$ cat config.mk
export PLATFORM = sky130hd
export DESIGN_NAME = intr_ctrl_flat
export DESIGN_NICKNAME = d
export VERILOG_FILES = /design/src/rtl/intr_ctrl_if.sv /design/src/rtl/intr_ctrl.sv /design/src/flat_wrapper.sv
export SDC_FILE = /design/constraint.sdc
export NUM_CORES = 1
export LEC_CHECK = 0
export ABC_AREA = 0
export BUFFER_PORTS_ARGS = -buffer_cell sky130_fd_sc_hd__buf_2
export CAP_MARGIN = 20
export CELL_PAD_IN_SITES_DETAIL_PLACEMENT = 0
export CELL_PAD_IN_SITES_GLOBAL_PLACEMENT = 1
export CORE_UTILIZATION = 35
export CTS_CLUSTER_SIZE = 16
export DETAILED_ROUTE_END_ITERATION = 6
export GPL_TIMING_DRIVEN = 1
export PLACE_DENSITY = 0.78
export SLEW_MARGIN = 20
export SYNTH_ARGS = -nofsm -noshare
export SYNTH_HDL_FRONTEND = slang
export SYNTH_SLANG_ARGS = --single-unit
$ cat constraint.sdc
create_clock -name clk -period 1.7 [get_ports clk]
set_input_delay 0.085 -clock clk [delete_from_list [all_inputs] [get_ports clk]]
set_output_delay 0.085 -clock clk [all_outputs]
set_load 0.05 [all_outputs]
$ cat src/rtl/intr_ctrl_if.sv
// Event, completion, mask and request/status signals between intr_ctrl and its peripherals/fetch.
// slave = the controller; master = the side driving events, rti/rsi and mask writes.
interface intr_ctrl_if;
  logic       key_evt;
  logic       eth_evt;
  logic       rti;
  logic       rsi;
  logic       mask_we;
  logic [1:0] mask_wdata;
  logic       interrupt_key;
  logic       interrupt_eth;
  logic [1:0] irq_cause;
  logic [1:0] irq_ovf;
  logic       busy;

  modport master (
    output key_evt, eth_evt, rti, rsi, mask_we, mask_wdata,
    input  interrupt_key, interrupt_eth, irq_cause, irq_ovf, busy
  );

  modport slave (
    input  key_evt, eth_evt, rti, rsi, mask_we, mask_wdata,
    output interrupt_key, interrupt_eth, irq_cause, irq_ovf, busy
  );
endinterface

$ cat src/rtl/intr_ctrl.sv
// Interrupt controller: edge-detected key/eth events queue in saturating counters, one 1-cycle request per
// event (2 cycles event-to-request), held off until rti/rsi. INTC_MASK_EN adds the per-source mask register.
module intr_ctrl #(
  parameter int CNT_W    = 2,
  parameter bit PRIO_KEY = 1'b1
) (
  input logic        clk,
  input logic        rst_n,
  intr_ctrl_if.slave bus
);

  typedef enum logic [1:0] {IDLE, REQ, SERVICE} state_t;

  localparam logic [CNT_W-1:0] CNT_MAX = '1;
  localparam logic [CNT_W-1:0] CNT_ONE = CNT_W'(1);

  state_t           state, state_nxt;
  logic [1:0]       sel, sel_nxt;   // one-hot {eth, key}
  logic             key_q, eth_q;
  logic             key_ev, eth_ev;
  logic [CNT_W-1:0] key_cnt, eth_cnt;
  logic [1:0]       ovf;
  logic [1:0]       mask;
  logic             key_elig, eth_elig;
  logic             dispatch;
  logic             key_dec, eth_dec;

  always_ff @(posedge clk or negedge rst_n) begin
    if (!rst_n) begin
      key_q <= 1'b0;
      eth_q <= 1'b0;
    end else begin
      key_q <= bus.key_evt;
      eth_q <= bus.eth_evt;
    end
  end

  assign key_ev = bus.key_evt & ~key_q;
  assign eth_ev = bus.eth_evt & ~eth_q;

`ifdef INTC_MASK_EN
  always_ff @(posedge clk or negedge rst_n) begin
    if (!rst_n)
      mask <= 2'b00;
    else if (bus.mask_we)
      mask <= bus.mask_wdata;
  end
`else
  logic unused_mask;
  assign unused_mask = ^{bus.mask_we, bus.mask_wdata};
  assign mask        = 2'b00;
`endif

  assign key_elig = (key_cnt != '0) && !mask[0];
  assign eth_elig = (eth_cnt != '0) && !mask[1];

  always_comb begin
    state_nxt = state;
    sel_nxt   = sel;
    dispatch  = 1'b0;
    case (state)
      IDLE: begin
        if (key_elig || eth_elig) begin
          dispatch  = 1'b1;
          state_nxt = REQ;
          if (key_elig && (PRIO_KEY || !eth_elig))
            sel_nxt = 2'b01;
          else
            sel_nxt = 2'b10;
        end
      end
      REQ:     state_nxt = SERVICE;
      SERVICE: if (bus.rti || bus.rsi) state_nxt = IDLE;
      default: state_nxt = IDLE;
    endcase
  end

  assign key_dec = dispatch & sel_nxt[0];
  assign eth_dec = dispatch & sel_nxt[1];

  always_ff @(posedge clk or negedge rst_n) begin
    if (!rst_n) begin
      state <= IDLE;
      sel   <= 2'b00;
    end else begin
      state <= state_nxt;
      sel   <= sel_nxt;
    end
  end

  // Overflow flags only when an event is actually dropped; a same-cycle dispatch makes room for it.
  always_ff @(posedge clk or negedge rst_n) begin
    if (!rst_n) begin
      key_cnt <= '0;
      eth_cnt <= '0;
      ovf     <= 2'b00;
    end else begin
      if (key_ev && !key_dec) begin
        if (key_cnt == CNT_MAX)
          ovf[0] <= 1'b1;
        else
          key_cnt <= key_cnt + CNT_ONE;
      end else if (!key_ev && key_dec) begin
        key_cnt <= key_cnt - CNT_ONE;
      end

      if (eth_ev && !eth_dec) begin
        if (eth_cnt == CNT_MAX)
          ovf[1] <= 1'b1;
        else
          eth_cnt <= eth_cnt + CNT_ONE;
      end else if (!eth_ev && eth_dec) begin
        eth_cnt <= eth_cnt - CNT_ONE;
      end
    end
  end

  assign bus.interrupt_key = (state == REQ) && sel[0];
  assign bus.interrupt_eth = (state == REQ) && sel[1];
  assign bus.irq_cause     = (state != IDLE) ? sel : 2'b00;
  assign bus.busy          = (state != IDLE);
  assign bus.irq_ovf       = ovf;

endmodule
$ cat src/flat_wrapper.sv
// flat-port wrapper written by rule: the top's interface ports become plain ports
module intr_ctrl_flat 
#(
  parameter int CNT_W    = 2,
  parameter bit PRIO_KEY = 1'b1
)
  (clk, rst_n, bus_key_evt, bus_eth_evt, bus_rti, bus_rsi, bus_mask_we, bus_mask_wdata, bus_interrupt_key, bus_interrupt_eth, bus_irq_cause, bus_irq_ovf, bus_busy);
  intr_ctrl_if bus_i ();
  input logic clk;
  input logic rst_n;
  input wire logic [$bits(bus_i.key_evt)-1:0] bus_key_evt;
  input wire logic [$bits(bus_i.eth_evt)-1:0] bus_eth_evt;
  input wire logic [$bits(bus_i.rti)-1:0] bus_rti;
  input wire logic [$bits(bus_i.rsi)-1:0] bus_rsi;
  input wire logic [$bits(bus_i.mask_we)-1:0] bus_mask_we;
  input wire logic [$bits(bus_i.mask_wdata)-1:0] bus_mask_wdata;
  output wire logic [$bits(bus_i.interrupt_key)-1:0] bus_interrupt_key;
  output wire logic [$bits(bus_i.interrupt_eth)-1:0] bus_interrupt_eth;
  output wire logic [$bits(bus_i.irq_cause)-1:0] bus_irq_cause;
  output wire logic [$bits(bus_i.irq_ovf)-1:0] bus_irq_ovf;
  output wire logic [$bits(bus_i.busy)-1:0] bus_busy;
  assign bus_i.key_evt = bus_key_evt;
  assign bus_i.eth_evt = bus_eth_evt;
  assign bus_i.rti = bus_rti;
  assign bus_i.rsi = bus_rsi;
  assign bus_i.mask_we = bus_mask_we;
  assign bus_i.mask_wdata = bus_mask_wdata;
  assign bus_interrupt_key = bus_i.interrupt_key;
  assign bus_interrupt_eth = bus_i.interrupt_eth;
  assign bus_irq_cause = bus_i.irq_cause;
  assign bus_irq_ovf = bus_i.irq_ovf;
  assign bus_busy = bus_i.busy;
  intr_ctrl #(.CNT_W(CNT_W), .PRIO_KEY(PRIO_KEY)) u_core (.clk(clk), .rst_n(rst_n), .bus(bus_i));
endmodule
# Word level (Yosys, flattened, before mapping)
# Index checks and enable logic that the tools add are counted.
dict set report totals {
  word_cells 64
  output_inout_bits 7
  in_bits 9
  reg_bits 12
}
dict set report op_classes {
  mux 15
  n_addsub 4
  n_reduce_logical 23
  n_bitwise 6
  eq_ne 8
}
# cell count
set ops {}
lappend ops {{$mux W2} 12}
lappend ops {{$reduce_and A2 Y1} 5}
lappend ops {{$reduce_bool A2 Y1} 5}
lappend ops {{$eq A2 B2 Y1 const B} 3}
lappend ops {{$logic_and A1 B1 Y1} 6}
lappend ops {{$pmux W2 S3} 1}
lappend ops {{$add A2 B1 Y2 const B} 2}
lappend ops {{$and A1 B1 Y1} 4}
lappend ops {{$logic_not A1 Y1} 4}
lappend ops {{$ne A2 B1 Y1 const B} 2}
lappend ops {{$ne A2 B2 Y1 const B} 2}
lappend ops {{$sub A2 B1 Y2 const B} 2}
lappend ops {{$eq A2 B1 Y1 const B} 1}
lappend ops {{$logic_not A2 Y1} 1}
lappend ops {{$logic_or A1 B1 Y1} 2}
lappend ops {{$mux W1} 2}
lappend ops {{$not A1 Y1} 2}

# Logic depth before layout (Yosys ltp)
# Gate-level depths: netlist (run 1).
dict set report logic_depth {
  depth_word 9
  ltp_mapped 4
  depth_no_buf 4
}

# Least setup slack after synthesis (run 1)
# No wires, ideal clock.
dict set report synth_timing {
  kind {register to output}
  from {reg u_core.state[0]}
  to {out bus_interrupt_eth}
  t_required_ps 1615
  n_path_buf 0
  slack_ps -11
  arrival_ps 1626
  stages_incl_launch_ff 3
  cell_sequence {dfrtp_1 > inv_1 > nor3b_1}
}
dict set report synth_via {
  elab_chain_cells 2
}
# item line_no
set synth_lines {}
lappend synth_lines {{start, declared} intr_ctrl.sv:17} ;# state_t state, state_nxt;
lappend synth_lines {{start signal, assigned} intr_ctrl.sv:86} ;# state <= state_nxt;
lappend synth_lines {{$eq A2 B1 Y1} intr_ctrl.sv:119} ;# assign bus.interrupt_eth = (state == REQ) && sel[1];
lappend synth_lines {{$logic_and A1 B1 Y1} intr_ctrl.sv:119}
lappend synth_lines {{end, declared} flat_wrapper.sv:18} ;# output wire logic [$bits(bus_i.interrupt_eth)-1:0] bus_interrupt_eth;
# Every way passes these cells.

# Worst setup path after layout (run 1)
dict set report layout_timing {
  from {reg u_core.state[1]}
  to {out bus_irq_cause[0]}
}
dict set report layout_via {
  elab_chain_cells 2
}
# item line_no
set layout_lines {}
lappend layout_lines {{$reduce_bool A2 Y1} intr_ctrl.sv:120} ;# assign bus.irq_cause = (state != IDLE) ? sel : 2'b00;
lappend layout_lines {{$mux W2} intr_ctrl.sv:120}
lappend layout_lines {{end, declared} flat_wrapper.sv:19} ;# output wire logic [$bits(bus_i.irq_cause)-1:0] bus_irq_cause;
# Every way passes these cells.

==> flow_summary.ini, run 1 <==
[logic_synthesis]
syn_avg_cell_area_um2 = 10.62
netlist.area_leader.share_pct = 53.33
async_flop_share_pct = 100.0
synth_area_um2 = 563.0
syn_nets = 62
ys_ff_latch = 12
synth-main-ff-cell = dfrtp_1
synth-seq-area-share_pct = 53.33
yosysWarnings = 0
synthCells = 53
synth_enable_flop_cells = 0
yosys-top-cells-area = dfrtp_1, nor2_1, nor4_4
yosys.area.top_type = dfrtp_1
ys_types = 25

[timing]
fmax_mhz = 640.9
hold_viol_final = 0
grt_setup_unrepaired = no
drv_slew = 0
tightestPinTransition_ns = 0.3254
fin_skew_ns = 0.001553
layout_setup_ws_ns = 0.1396
fin_crit_ns = 1.560
period_share_pct = 91.79
setup_violations = 0
setup_tns_ns = 0
worst_slew_margin_rel_pct = 78.14

[power_and_ir_drop]
p_int_uw = 774.2
combPwrFrac_pct = 53.2
leakage_uw = 0.0003300
seqPwrFrac_pct = 35.8
worst_ir_drop_vdd_uv = 700.8
power.switching_uw = 764.3
powerDensity_nw_per_um2 = 2180
netSwitchingFraction_pct = 49.68
power_uw = 1539
p_clk_share_pct = 10.9

[detailed_routing]
wl_met3_um = 33
drt-met1-wl_um = 486
drtIter0Drc = 7
avgViaCountPerCell = 5.136
wl_met2_um = 490
ant_nets = 0
post-route-drc-count = 0
dr.max_layer_used = met4
via_count = 452
wl_per_cell_um = 11.72
first_pass_iters = 4
drt-total-wl_um = 1031

[cells_and_area]
drive_above_1_share_pct = 34.72
nets = 83
most-common-layout-cells = buf_2, dfrtp_1, nor2_1
fin_cells = 88
syn2layout_area_growth_pct = 25.33
fillers = 149
antenna_cells = 0

[flow_run]
maxCapViolations = 0

[global_routing]
antenna_found_initial = 0
grt_pass1_vias = 410
grt_use_total_pct = 14.08
grt_overflow = 0
grt_max_degree = 13
grt_pass1_wl_um = 1807

[worst_setup_path]
end_kind = primary output
crit_arrival_ns = 1.48
cp-start-kind = flip-flop
crit_required_ns = 1.62
r2r.worst_path.cells = 4
worstPathMaxFanout = 6
critPathKind = reg -> out
ff2ff_setup_slack_ns = 0.19

[floorplan]
die_area_um2 = 1773
start_util_pct = 37.38
die_y_um = 42.11
io_pins = 16
fp.dieW_um = 42.11
rows = 14
core_area_um2 = 1506

[min_path]
min_path_type = in -> reg
holdPathStages = 4

[cts]
h-tree-depth = 1
path_clk_slew_ns = 0.07
cts_tree = done
clockRootBuffer = clkbuf_4
insertion_delay_ns = 0.26
cts.sinks = 12
numCtsBuffers = 3
clockBufferDepth = 2

[place]
dp_cells = 82
port_buffers = 12
pre_cts_ws_ns = 0.2160
gp_congestion = 0.7716
dpl.hpwl_um = 711

[status]
status = completed
==> layer usage <==
layer,global-route usage (%),vias to the layer above
li1,-,228
met1,18.38,211
met2,20.31,11
met3,2.586,2
met4,11.25,0
met5,0,-
==> layout make-up <==
| type | count | area (um2) | share of cell area, % |
|---|---|---|---|
| Tap cell | 16 | 20.02 | 2.837 |
| Timing Repair Buffer | 16 | 97.59 | 13.83 |
| Clock buffer | 3 | 22.52 | 3.191 |
| Sequential cell | 12 | 300.3 | 42.55 |
| Inverter | 2 | 7.507 | 1.064 |
| Multi-Input combinational cell | 39 | 257.7 | 36.52 |
==> cell families after synthesis <==
family,Yosys count,synth area share (%)
and+or+nand+nor,25,28.22
DFF,12,53.33
AOI/OAI and AO/OA,14,17.11
buffers and inverters,2,1.334
==> synth_stat cells (2+ instances only) <==
library cell,count
a21oi_1,4
a31o_2,2
and2_1,2
dfrtp_1,12
inv_1,2
nand2_1,3
nor2_1,8
nor3b_1,2
o21ai_0,2
==> flip-flops by register name, indices dropped and copies added, names as in the netlist <==
signal              cells
u_core.bus.irq_ovf      2
u_core.eth_cnt          2
u_core.eth_q            1
u_core.key_cnt          2
u_core.key_q            1
u_core.sel              2
u_core.state            2
==> critical path: stages (launching register included) <==
cell	delay [ns]
dfrtp_1	0.46
nor2_2	0.24
inv_1	0.13
and2_1	0.17
buf_2	0.20
==> power groups by stage <==
stage | Combinational (uW) | Sequential (uW) | Clock (uW)
after floorplan | 567 | 609 | 0
after global placement | 801 | 549 | 0
after detailed placement | 812 | 552 | 0
after CTS | 823 | 549 | 181
after global routing | 885 | 576 | 191
final | 819 | 551 | 168
==> metrics by stage <==
step,hold slack (ns),cell area [um2],util (%)
floorplan,-0.2106,563.0,-
global placement,-0.01576,650.6,43.19
detailed placement,-0.01301,650.6,43.19
CTS,0.08567,703.2,46.68
global route,0.09992,705.7,46.84
finish,0.09962,705.7,46.84
==> repair_timing <==
item,CTS,global route
resized for setup,0,1
endpoints found under the setup margin,0,2
endpoints found under the hold margin,14,0
buffers inserted,0,0
hold buffers,3,0
==> path summary, 6_finish.rpt <==
check | from | endpoint
worst max-delay path | u_core.state[1] | bus_irq_cause[0]
worst min register to register | u_core.bus.irq_ovf[1] | u_core.bus.irq_ovf[1]
worst min-delay path | bus_rti | u_core.state[1]
min in group asynchronous | rst_n | u_core.state[1]
worst max register to register | u_core.key_cnt[0] | u_core.eth_cnt[0]
max in group asynchronous | rst_n | u_core.bus.irq_ovf[1]
(Power assumes the default switching activity.)
==> run 2, diff against run 1 <==
--- a/config.mk
+++ b/config.mk
@@ -10,11 +10,11 @@
 export CAP_MARGIN = 20
 export CELL_PAD_IN_SITES_DETAIL_PLACEMENT = 0
 export CELL_PAD_IN_SITES_GLOBAL_PLACEMENT = 1
-export CORE_UTILIZATION = 35
+export CORE_UTILIZATION = 39
 export CTS_CLUSTER_SIZE = 16
 export DETAILED_ROUTE_END_ITERATION = 6
 export GPL_TIMING_DRIVEN = 1
-export PLACE_DENSITY = 0.78
+export PLACE_DENSITY = 0.84
 export SLEW_MARGIN = 20
 export SYNTH_ARGS = -nofsm -noshare
 export SYNTH_HDL_FRONTEND = slang
==> constraint.sdc (replaced) <==
create_clock -name clk -period 1.8 [get_ports clk]
set_input_delay 0.09 -clock clk [delete_from_list [all_inputs] [get_ports clk]]
set_output_delay 0.09 -clock clk [all_outputs]
set_load 0.05 [all_outputs]
==> run 2 against run 1 <==
  * Sequential cell count stayed put
  * Register-to-register slack better by 0.11 ns
  * Clock power is 5% lower
  * Utilization is 5.9 points higher
  * Largest cell class unchanged
==> flow_summary.ini, run 2 (synthesis results as in run 1) <==
[cts]
cts.sinks = 12
clockBufferDepth = 2
cts_setup_buffers = 0
ctsResizeCount = 0
h-tree-depth = 1
path_clk_slew_ns = 0.07
clockRootBuffer = clkbuf_4
insertion_delay_ns = 0.26
numCtsBuffers = 3
cts_tree = done

[timing]
fmax_mhz = 592.4
setup_violations = 0
setup_tns_ns = 0
tightestPinTransition_ns = 0.3473
fin_crit_ns = 1.688
whs_ns = 0.1094
fin_skew_ns = 0.002021
period_share_pct = 93.79
worst_slew_margin_rel_pct = 76.76
grt_setup_unrepaired = no
drv_slew = 0
hold_viol_final = 0

[detailed_routing]
post-route-drc-count = 0
via_count = 430
drt-total-wl_um = 988
ant_nets = 0
drtIter0Drc = 5
first_pass_iters = 3
avgViaCountPerCell = 5.000
wl_per_cell_um = 11.49

[cells_and_area]
nets = 82
multiInputGateArea_um2 = 255.2
most-common-layout-cells = buf_2, dfrtp_1, nor2_1
fin_area_um2 = 694.4
syn2layout_area_growth_pct = 23.33
drive_above_1_share_pct = 32.39
register_area_um2 = 300.3
fillers = 125
antenna_cells = 0

[worst_setup_path]
crit_arrival_ns = 1.60
crit_required_ns = 1.71
end_kind = primary output
worstPathMaxFanout = 6
critPathKind = reg -> out
cp-start-kind = flip-flop

[power_and_ir_drop]
powerDensity_nw_per_um2 = 2055
power_uw = 1427
worst_ir_drop_vdd_uv = 1002
leakage_uw = 0.0003246

[floorplan]
rows = 13
fp.dieW_um = 40.00
die_y_um = 40.00
io_pins = 16
core_area_um2 = 1318
start_util_pct = 42.74
die_area_um2 = 1600

[global_routing]
grt_use_total_pct = 16.01
grt_pass1_wl_um = 1614
antenna_found_initial = 0
grt_overflow = 0
grt_pass1_vias = 395
grt_max_degree = 13

[place]
placed_cell_area_um2 = 641.9
dpl.hpwl_um = 696.6
port_buffers = 12
gp_congestion = 0.7530

[status]
status = completed

[min_path]
min_path_type = in -> reg

[flow_run]
maxCapViolations = 0
run 2: cell types whose count changed in the layout (fill, tap and decap cells not counted):
cell	change
buf_4	-1
nor2_1	+1
nor2_2	-1
run 2: final cells by class:
cell class | instances | area share [%]
repair buffers | 15 | 12.97
multi-input cells | 39 | 36.76
clock buffers | 3 | 3.243
well taps | 15 | 2.703
inverters | 2 | 1.081
flip-flops and latches | 12 | 43.24
run 2: worst max-delay path, cell delays in order, from the launching register on:
cell and delay [ns]:
dfrtp_1 0.46, nor2_1 0.33, inv_1 0.16, and2_1 0.18
buf_2 0.20
run 2: power breakdown:
group | total, uW | internal, uW | switching [uW]
combinational | 734 | 254 | 480
clock | 159 | 77.2 | 81.5
sequential | 534 | 382 | 152
run 2: repair_timing:
item,CTS,global route
hold buffers,3,0
endpoints found under the hold margin,14,0
endpoints found under the setup margin,0,0
run 2: worst paths after layout:
check | from | end | slack (ns) | depth (start not counted)
max reg2reg | u_core.key_cnt[0] | u_core.eth_cnt[0] | 0.30 | 4
min | bus_rti | u_core.state[1] | 0.11 | 4
min in group asynchronous | rst_n | u_core.key_cnt[1] | 0.23 | 2
min reg2reg | u_core.bus.irq_ovf[1] | u_core.bus.irq_ovf[1] | 0.47 | 1
max in group asynchronous | rst_n | u_core.bus.irq_ovf[1] | 1.36 | 2
max | u_core.state[1] | bus_irq_cause[0] | 0.11 | 4
run 2: per-layer routing:
layer  GRT usage, %  wire length, um  vias to the layer above
li1               -                -                      227
met1          19.27              522                      186
met2          24.19              400                       15
met3          5.000               51                        2
met4          11.21               13                        0
met5              0                0                        -
run 2: through the flow:
step	utilization (%)	worst slack, ns	cells
6_report	52.71	0.1118	86
5_1_grt	52.71	0.02801	86
4_1_cts	52.71	0.1179	86
3_5_place_dp	48.72	0.2888	80
3_3_place_gp	48.72	0.3149	80
2_1_floorplan	-	0.08371	53
==> run 3, diff against run 2 <==
==> constraint.sdc (replaced) <==
create_clock -name clk -period 1.8 [get_ports clk]
set_input_delay 0.18 -clock clk [delete_from_list [all_inputs] [get_ports clk]]
set_output_delay 0.18 -clock clk [all_outputs]
set_load 0.05 [all_outputs]
==> run 3 against run 2 <==
  * Non-clock buffer count down 2
  * Clock skew about the same
  * Combinational power about the same
  * Power up 0.19%
  * Via count down 3.3%
  * Global-route usage down 0.24 points
  * Sequential power up 0.7%
  * Register-to-register slack about the same
  * Die area unchanged
  * Sequential cell count unchanged
==> flow_summary.ini, run 3 (synthesis results as in run 1) <==
[timing]
tightestPinTransition_ns = 0.3147
worst_slew_margin_rel_pct = 78.86
fmax_mhz = 600.2
grt_setup_unrepaired = no
fin_skew_ns = 0.002005
drv_slew = 0
setup_violations = 0
fin_crit_ns = 1.666
period_share_pct = 92.56
hold_viol_final = 0
whs_ns = 0.03174

[cells_and_area]
syn2layout_area_growth_pct = 20.22
nets = 80
antenna_cells = 0
most-common-layout-cells = buf_2, dfrtp_1, nor2_1
drive_above_1_share_pct = 34.78

[floorplan]
rows = 13
start_util_pct = 42.74
fp.dieW_um = 40.00
die_area_um2 = 1600
io_pins = 16
core_area_um2 = 1318
die_y_um = 40.00

[global_routing]
grt_max_degree = 13
grt_pass1_vias = 383
grt_use_total_pct = 15.78
grt_pass1_wl_um = 1587
antenna_found_initial = 0
grt_overflow = 0

[power_and_ir_drop]
powerDensity_nw_per_um2 = 2112
leakage_uw = 0.0003164
worst_ir_drop_vdd_uv = 1003
power_uw = 1430

[cts]
cts.sinks = 12
cts_setup_buffers = 0
h-tree-depth = 1
clockBufferDepth = 2
numCtsBuffers = 3
cts_tree = done
insertion_delay_ns = 0.26
clockRootBuffer = clkbuf_4
path_clk_slew_ns = 0.07

[worst_setup_path]
cp_slowest_cell = dfrtp_1
worstPathMaxFanout = 6
crit_required_ns = 1.62
critPathBufInv = 2
max_stage_delay_ns = 0.46
critPathKind = reg -> out
end_kind = primary output
crit_family = flip-flops
cp-start-kind = flip-flop
crit_chain = nor2_2, inv_1, and2_1, buf_2
crit_arrival_ns = 1.49

[detailed_routing]
first_pass_iters = 4
via_count = 416
drtIter0Drc = 5
drt-total-wl_um = 971
post-route-drc-count = 0
ant_nets = 0
wl_per_cell_um = 11.56
avgViaCountPerCell = 4.952

[place]
dpl.hpwl_um = 696.6
port_buffers = 12
gp_congestion = 0.7530

[status]
status = completed

[flow_run]
maxCapViolations = 0

[min_path]
min_path_type = in -> reg
==> run 3: layout make-up <==
class | count | area, um2
fillers | 125 | 640.6
multi-input cells | 39 | 257.7
repair buffers | 13 | 70.07
clock buffers | 3 | 22.52
flip-flops and latches | 12 | 300.3
inverters | 2 | 7.507
well taps | 15 | 18.77
==> run 3: per-layer routing <==
| layer | GRT usage, % | share of wire, % | vias up |
|---|---|---|---|
| li1 | - | - | 222 |
| met1 | 19.27 | 54 | 177 |
| met2 | 23.39 | 39 | 15 |
| met3 | 5.000 | 5.4 | 2 |
| met4 | 11.21 | 1.3 | 0 |
| met5 | 0 | 0 | - |
==> run 3: power by group <==
part,internal [uW],switching (uW)
sequential,382,155
combinational,254,480
clock,77.2,81.5
total,713,717
==> run 3: repair_timing <==
item	in CTS	in global routing
hold buffers	1	0
endpoints found under the setup margin	0	2
gates resized for setup	0	1
hold endpoints to repair	12	0
==> run 3: worst reg2reg max path: stages (launching register included) <==
cell and delay [ns]:
dfrtp_1 0.48, nor4_4 0.38, o21ai_2 0.14, nor2b_4 0.16, o31a_1 0.23
==> run 3: final timing paths <==
| kind | from | cells after the start | slack, ns | to |
|---|---|---|---|---|
| min in group asynchronous | rst_n | 2 | 0.32 | u_core.key_cnt[1] |
| hold / removal | bus_eth_evt | 1 | 0.03 | u_core.eth_q |
| max in group asynchronous | rst_n | 2 | 1.27 | u_core.bus.irq_ovf[1] |
| hold reg to reg | u_core.bus.irq_ovf[1] | 1 | 0.47 | u_core.bus.irq_ovf[1] |
| setup reg to reg | u_core.key_cnt[1] | 4 | 0.30 | u_core.eth_cnt[0] |
| setup / recovery | u_core.state[1] | 4 | 0.13 | bus_irq_cause[0] |
==> run 3: metrics by stage <==
step	cell area [um2]	instances	TNS (ns)	utilization (%)	setup slack, ns
after floorplan	563.0	53	-0.01257	-	-0.006287
after global placement	641.9	80	0	48.72	0.3150
after detailed placement	641.9	80	0	48.72	0.2888
after CTS	674.4	84	0	51.19	0.02795
after global routing	676.9	84	0	51.38	0.05679
final	676.9	84	0	51.38	0.1339
